$ cat src/rtl/glitch_free_clk_div_switch.sv
// rtl/glitch_free_clk_div_switch.sv - divided clock generator with glitch-free run-time ratio switching
// Optional feature macro GFCD_STOP_EN: div_val=0 parks clkout low at a period boundary.
module glitch_free_clk_div_switch #(
  parameter int DIV_W       = 8,
  parameter int DEFAULT_DIV = 2
) (
  input  logic             clk,
  input  logic             rst_n,
  input  logic             div_req,
  input  logic [DIV_W-1:0] div_val,
  output logic             div_ack,
  output logic             busy,
  output logic [DIV_W-1:0] cur_div,
  output logic             clkout,
  output logic             clk_en
);

  localparam logic [DIV_W-1:0] RST_DIV = (DEFAULT_DIV < 2) ? DIV_W'(2) : DIV_W'(DEFAULT_DIV);

  typedef enum logic [1:0] {
    ST_IDLE,
`ifdef GFCD_STOP_EN
    ST_STOPPED,
`endif
    ST_PEND
  } state_t;

  state_t           state_q, state_d;
  logic [DIV_W-1:0] cnt_q, cnt_d;
  logic [DIV_W-1:0] cur_div_q, cur_div_d;
  logic [DIV_W-1:0] pend_div_q, pend_div_d;
  logic             clkout_q, clkout_d;
  logic             clk_en_q, clk_en_d;
  logic             div_ack_q, div_ack_d;
  logic             stopped;
  logic             boundary;
  logic [DIV_W-1:0] cnt_nxt;
  logic [DIV_W-1:0] half;

  function automatic logic [DIV_W-1:0] clamp_div(input logic [DIV_W-1:0] v);
`ifdef GFCD_STOP_EN
    if (v == '0) return '0;
`endif
    return (v < DIV_W'(2)) ? DIV_W'(2) : v;
  endfunction

`ifdef GFCD_STOP_EN
  assign stopped = (cur_div_q == '0);
`else
  assign stopped = 1'b0;
`endif

  // While stopped every edge counts as a boundary so a pending ratio applies at once.
  assign boundary = stopped | (cnt_q == cur_div_q - DIV_W'(1));
  assign cnt_nxt  = cnt_q + DIV_W'(1);
  assign half     = cur_div_q >> 1;

  always_comb begin
    state_d    = state_q;
    cnt_d      = cnt_q;
    cur_div_d  = cur_div_q;
    pend_div_d = pend_div_q;
    clkout_d   = 1'b0;
    clk_en_d   = 1'b0;
    div_ack_d  = 1'b0;

    if (state_q == ST_PEND && boundary) begin
      div_ack_d = 1'b1;
      cur_div_d = pend_div_q;
      cnt_d     = '0;
`ifdef GFCD_STOP_EN
      if (pend_div_q == '0) begin
        state_d = ST_STOPPED;
      end else
`endif
      begin
        state_d  = ST_IDLE;
        clkout_d = 1'b1;
        clk_en_d = 1'b1;
      end
    end else if (!stopped) begin
      if (boundary) begin
        cnt_d    = '0;
        clkout_d = 1'b1;
        clk_en_d = 1'b1;
      end else begin
        cnt_d    = cnt_nxt;
        clkout_d = (cnt_nxt < half);
      end
    end

    // Requests are evaluated after the boundary decision, so one sampled at a boundary waits a period.
    if (state_q != ST_PEND && div_req) begin
      state_d    = ST_PEND;
      pend_div_d = clamp_div(div_val);
    end
  end

  always_ff @(posedge clk) begin
    if (!rst_n) begin
      state_q    <= ST_IDLE;
      cnt_q      <= RST_DIV - DIV_W'(1);
      cur_div_q  <= RST_DIV;
      pend_div_q <= '0;
      clkout_q   <= 1'b0;
      clk_en_q   <= 1'b0;
      div_ack_q  <= 1'b0;
    end else begin
      state_q    <= state_d;
      cnt_q      <= cnt_d;
      cur_div_q  <= cur_div_d;
      pend_div_q <= pend_div_d;
      clkout_q   <= clkout_d;
      clk_en_q   <= clk_en_d;
      div_ack_q  <= div_ack_d;
    end
  end

  assign div_ack = div_ack_q;
  assign busy    = (state_q == ST_PEND);
  assign cur_div = cur_div_q;
  assign clkout  = clkout_q;
  assign clk_en  = clk_en_q;

endmodule

$ cat config.mk
export PLATFORM = sky130hd
export DESIGN_NAME = glitch_free_clk_div_switch
export DESIGN_NICKNAME = d
export VERILOG_FILES = /design/src/rtl/glitch_free_clk_div_switch.sv
export SDC_FILE = /design/constraint.sdc
export NUM_CORES = 1
export LEC_CHECK = 0
export CORE_ASPECT_RATIO = 0.75
export CORE_UTILIZATION = 25
export DETAILED_ROUTE_END_ITERATION = 10
export GPL_ROUTABILITY_DRIVEN = 0
export PLACE_DENSITY = 0.4
export SYNTH_ARGS = -nofsm -noshare
export SYNTH_HDL_FRONTEND = slang
export SYNTH_SLANG_ARGS = --single-unit
$ cat constraint.sdc
create_clock -name clk -period 5.6 [get_ports clk]
set_clock_uncertainty 0.1 [all_clocks]
set_input_delay 1.12 -clock clk [delete_from_list [all_inputs] [get_ports clk]]
set_output_delay 1.12 -clock clk [all_outputs]
set_load 0.05 [all_outputs]
==> impl_metrics.yaml, run 1 <==
clocking:
  htreeDepth: 1
  cts_buffers: 3
  cts.sinks: 28
  clock_latency_ps: 270
  postCtsSetupBuffers: 0
  cts-root-buf: "clkbuf_8"
  cts_tree: "yes"
  path_clk_slew_ps: 90
  cts_resized: 0
  cts_buffer_depth: 2
  ctsHoldBuffers: 0
critical_path:
  endpoint_kind: "output port"
  cp_num_buf_inv: 1
  path_class: "reg2out"
  path_delay_family: "buffers and inverters"
  critical_path_required_ps: 4380
  arrival_ps: 1710
  slowest_stage: "clkdlybuf4s50_1"
  start_kind: "flop"
  crit_fanout: 6
  slowest_delay_ps: 880
  cp_cell_sequence: "clkdlybuf4s50_1"
power:
  swShare: 0.4501
  pwr-share-seq: 0.311
  p_leak_uw: 0.0007236
  intPower_uw: 482.5
  switchingPower_uw: 394.9
  clkPwrFrac: 0.125
  vdd_ir_drop_max_mv: 0.1442
  powerDensity_nw_per_um2: 460.4
  comb_power_share: 0.564
logic_synthesis:
  synth.most_common_cell: "nand2_1"
  synth_cell_types: 45
  syn_inst: 173
  syn_avg_cell_area_um2: 9.069
  ys_seq_elements: 28
  synth_top_family_by_area: "simple AND/OR/NAND/NOR gates"
  synthMuxAreaShare: 0.05104
  synthesis.area_um2: 1569
  yosysTopAreaCellShare: 0.3573
  synth.area.top_cells: "dfxtp_1, nand2_1, xnor2_1"
  synth_warnings: 0
  synth_area_leader_cell: "dfxtp_1"
  synthTopCellsByCount: "nand2_1, dfxtp_1, xnor2_1, inv_1"
  synthAdderAreaFrac: 0.06380
  synth_compound_area_frac: 0.1324
  synth-edff-count: 0
  synth_flop_cell: "dfxtp_1"
  synth_fp_nets: 192
  ys_seq_area_frac: 0.3573
  synthArstFlopShare: 0
  synth_xor_area_frac: 0.09968
  synth-simple-area-share: 0.2576
run_status:
  status: "completed"
floorplanning:
  start_util: 0.2639
  rows: 24
  core_region_area_um2: 5946
  die_x_um: 93.48
  die_area_um2: 6600
  io_pins: 23
  chipHeight_um: 70.61
grt:
  grt_overflow: 0
  grt_max_degree: 31
  track_usage: 0.1150
  antenna_found_initial: 0
  grt_first_pass_wirelength_um: 5802
  grt_pass1_vias: 1230
routing:
  wl_per_cell_um: 13.09
  vias: 1219
  dr.pass1.iters: 4
  wl_um: 3548
  vias_per_cell: 4.498
  drcViolationCount: 0
  ant_nets: 0
  drt_iter0_markers: 30
sta:
  slew_viol_final: 0
  max_freq_mhz: 341.1
  timing.final.crit_share: 0.5236
  tightest_slew_ps: 982.2
  setup_violations: 0
  fin_crit_ps: 2932
  whs_ps: 365.3
  rsz0062_at_grt: "false"
  setup_tns_ps: 0
  relSlewSlack: 0.3431
  postLayoutSetupSlackWorst_ps: 2668
  hold_viol_final: 0
job:
  maxCapViolCount: 0
cells_and_area:
  ff_latch_area_um2: 560.5
  layout.nets: 214
  area_growth_pct: 21.45
  nFillCells: 644
  drive_gt1_frac: 0.1295
  diodes: 0
  multiInputGateArea_um2: 948.4
  finalNonFillerCells: 271
placed_design:
  io_buffers: 22
  place_inst: 268
  pre_cts_slack_ps: 2668
  place_hpwl_um: 2725
hold_path:
  hold_path_class: "reg2reg"
-- kinds of logic after synthesis --
family                   Yosys count
buffers and inverters             15
adder cells (fa/ha/maj)            8
multiplexers                       8
XOR/XNOR                          17
AO/OA/AOI/OAI                     27
AND/OR/NAND/NOR                   70
flip-flops                        28
-- final timing paths --
kind | endpoint | slack, ps | startpoint | depth (start not counted)
max | cur_div[3] | 2670 | cur_div[3] | 1
min | cur_div[6] | 370 | pend_div_q[6] | 2
max reg2reg | cnt_q[4] | 3380 | cur_div[0] | 8
min reg2reg | cur_div[6] | 370 | pend_div_q[6] | 2
-- final cells by class --
type | instances | share of cell area
Clock buffer | 3 | 0.02167
Inverter | 10 | 0.01970
Multi-Input combinational cell | 130 | 0.4977
Sequential cell | 28 | 0.2942
Tap cell | 78 | 0.05121
Timing Repair Buffer | 22 | 0.1156
-- metrics by stage --
stage          total power, uW  instance area (um2)  utilization
6_report                 877.4                 1906       0.3205
3_3_place_gp             769.8                 1864       0.3136
5_1_grt                  946.9                 1906       0.3205
2_1_floorplan            647.7                 1569            -
3_5_place_dp             772.4                 1864       0.3136
4_1_cts                  887.0                 1906       0.3205
-- sequential cells by signal (all words and copies together), names as in the netlist --
name	cells
div_ack	1
pend_div_q	8
state_q	1
clkout	1
clk_en	1
cnt_q	8
cur_div	8
-- layer usage --
layer	wire length, um	GRT usage	vias to the layer above
met3	119	0.03118	2
met4	38	0.03077	0
met5	0	0	-
met2	1495	0.1789	22
li1	-	-	626
met1	1895	0.1573	569
-- power groups by stage --
stage          combinational, uW  sequential [uW]  clock (uW)
6_report                     495              273         110
5_1_grt                      545              279         123
4_1_cts                      497              274         116
3_5_place_dp                 494              279           0
3_3_place_gp                 491              279           0
2_1_floorplan                318              329           0
-- cells in the final DEF (no fill, tap or decap), types with 2 or more instances in the layout --
| master | instances |
|---|---|
| inv_1 | 10 |
| nand3_1 | 5 |
| nor2b_1 | 3 |
| o21ai_0 | 4 |
| clkdlybuf4s50_1 | 22 |
| nand2_1 | 31 |
| dfxtp_1 | 28 |
| xor2_1 | 4 |
| nor2_2 | 4 |
| xnor2_1 | 12 |
| o21ai_1 | 2 |
| mux2i_1 | 8 |
| nor2b_2 | 5 |
| a21boi_0 | 6 |
| nor2_1 | 4 |
| a21oi_1 | 3 |
| ha_1 | 8 |
| clkbuf_8 | 3 |
| and2_1 | 2 |
| nor3b_2 | 2 |
| and3_1 | 3 |
Power figures use the tool's default switching activity.
==> run 2, diff against run 1 <==
--- a/config.mk
+++ b/config.mk
@@ -9,7 +9,7 @@
 export CORE_UTILIZATION = 25
 export DETAILED_ROUTE_END_ITERATION = 10
 export GPL_ROUTABILITY_DRIVEN = 0
-export PLACE_DENSITY = 0.4
+export PLACE_DENSITY = 0.41
 export SYNTH_ARGS = -nofsm -noshare
 export SYNTH_HDL_FRONTEND = slang
 export SYNTH_SLANG_ARGS = --single-unit
==> constraint.sdc (replaced) <==
create_clock -name clk -period 2.5 [get_ports clk]
set_clock_uncertainty 0.1 [all_clocks]
set_input_delay 0.5 -clock clk [delete_from_list [all_inputs] [get_ports clk]]
set_output_delay 0.5 -clock clk [all_outputs]
set_load 0.05 [all_outputs]
==> impl_metrics.yaml, run 2 (synthesized netlist as in run 1, its figures left out) <==
cells_and_area:
  ff_latch_area_um2: 560.5
  nFillCells: 640
  diodes: 0
  layout.nets: 216
  mostFrequentLayoutCells: "nand2_1, dfxtp_1, clkdlybuf4s50_1"
  drive_gt1_frac: 0.1385
  layout_commonest_cell: "nand2_1"
  finalInstanceArea_um2: 1921
  area_growth_pct: 22.41
  multiInputGateArea_um2: 948.4
grt:
  grt_use_met1: 0.1538
  busiest_layer: "met2"
  grt_first_pass_wirelength_um: 6147
  grt_use_met2: 0.1969
  grt_max_degree: 31
  grt_pass1_vias: 1272
  met3_usage: 0.02903
  grt_overflow: 0
  antenna_found_initial: 0
  track_usage: 0.1186
clocking:
  cts_buffers: 3
  cts_tree: "yes"
  path_clk_slew_ps: 100
  clock_latency_ps: 280
  ctsHoldBuffers: 0
  cts.sinks: 28
  cts-root-buf: "clkbuf_8"
  cts_buffer_depth: 2
  cts_resized: 0
  postCtsSetupBuffers: 0
  htreeDepth: 1
critical_path:
  path_delay_family: "buffers and inverters"
  arrival_ps: 1710
  cp_num_buf_inv: 1
  reg2reg_depth: 8
  slowest_delay_ps: 880
  r2r_end: "cnt_q[6]"
  crit_fanout: 6
  cp_cell_sequence: "clkdlybuf4s50_1"
  slowest_stage: "clkdlybuf4s50_1"
  start_kind: "flop"
  path_class: "reg2out"
  endpoint_kind: "output port"
  critical_path_required_ps: 1900
  rrSetupSlack_ps: 300
  r2r-start: "cur_div[0]"
sta:
  setup_violations: 0
  tightest_slew_ps: 503.1
  rsz0062_at_grt: "false"
  whs_ps: 363.7
  setup_tns_ps: 0
  slew_viol_final: 0
  timing.final.crit_share: 0.9256
  postLayoutSetupSlackWorst_ps: 186.0
  fin_crit_ps: 2314
  relSlewSlack: 0.6636
  hold_viol_final: 0
  max_freq_mhz: 432.2
power:
  powerDensity_nw_per_um2: 1025
  pwr-share-seq: 0.310
  switchingPower_uw: 884.6
  swShare: 0.4494
  clkPwrFrac: 0.128
  finalPower_uw: 1969
  vdd_ir_drop_max_mv: 0.2978
  p_leak_uw: 0.0007334
  intPower_uw: 1084
  comb_power_share: 0.562
routing:
  vias_per_cell: 4.458
  drt_iter0_markers: 55
  drcViolationCount: 0
  ant_nets: 0
  wl_per_cell_um: 12.68
  dr.pass1.iters: 4
  vias: 1217
  wl_um: 3463
hold_path:
  worstHoldStart: "pend_div_q[6]"
  whs_path_depth: 2
  whs_endpoint: "cur_div[6]"
  hold_path_class: "reg2reg"
placed_design:
  placed_cell_area_um2: 1879
  io_buffers: 22
  place_hpwl_um: 2721
  pre_cts_slack_ps: 181.4
run_status:
  status: "completed"
floorplanning:
  die_x_um: 93.48
  rows: 24
  chipHeight_um: 70.61
  io_pins: 23
  start_util: 0.2639
  die_area_um2: 6600
  core_region_area_um2: 5946
job:
  maxCapViolCount: 0
## run 2: changes by cell type in the layout (fill, tap and decap cells not counted), sizes merged
| cell | change |
|---|---|
| buf | +2 |
## run 2: worst max-delay path by stage
stage / cells past startpoint / slack [ps] / from / end
after floorplan: 8 / 200 / cur_div[0] / cnt_q[7]
after global placement: 5 / 290 / div_val[4] / pend_div_q[0]
after detailed placement: 5 / 180 / div_val[2] / pend_div_q[0]
after CTS: 1 / 160 / cur_div[3] / cur_div[3]
after global routing: 8 / 90 / cur_div[0] / cnt_q[6]
final: 1 / 190 / cur_div[3] / cur_div[3]
## run 2: area by class of cell
cell class              count  area share
multi-input cells         130      0.4938
clock buffers               3     0.02150
inverters                  10     0.01954
repair buffers             24      0.1225
flip-flops and latches     28      0.2919
well taps                  78     0.05081
## run 2: power groups by stage
stage	Clock (uW)	Sequential, uW	Combinational (uW)
floorplan	0	738	713
global placement	0	623	1100
detailed placement	0	624	1100
CTS	264	614	1110
global route	280	628	1210
finish	252	610	1110
## run 2: per-layer routing
metal	routed length, um	vias up	share of wire
met5	0	-	0
met4	40	0	0.012
met3	115	5	0.033
met2	1494	18	0.43
met1	1812	564	0.52
li1	-	630	-
## run 2: metrics by stage
stage,std cells,utilization
finish,273,0.3230
global route,273,0.3230
CTS,273,0.3230
detailed placement,270,0.3161
global placement,270,0.3161
floorplan,173,-
## run 2: tightest hold or removal path: cells and delay by family, from the launching register on
family,cells,cell delay (ps)
flip-flops,1,320
AND/OR/NAND/NOR,1,50
multiplexers,1,50
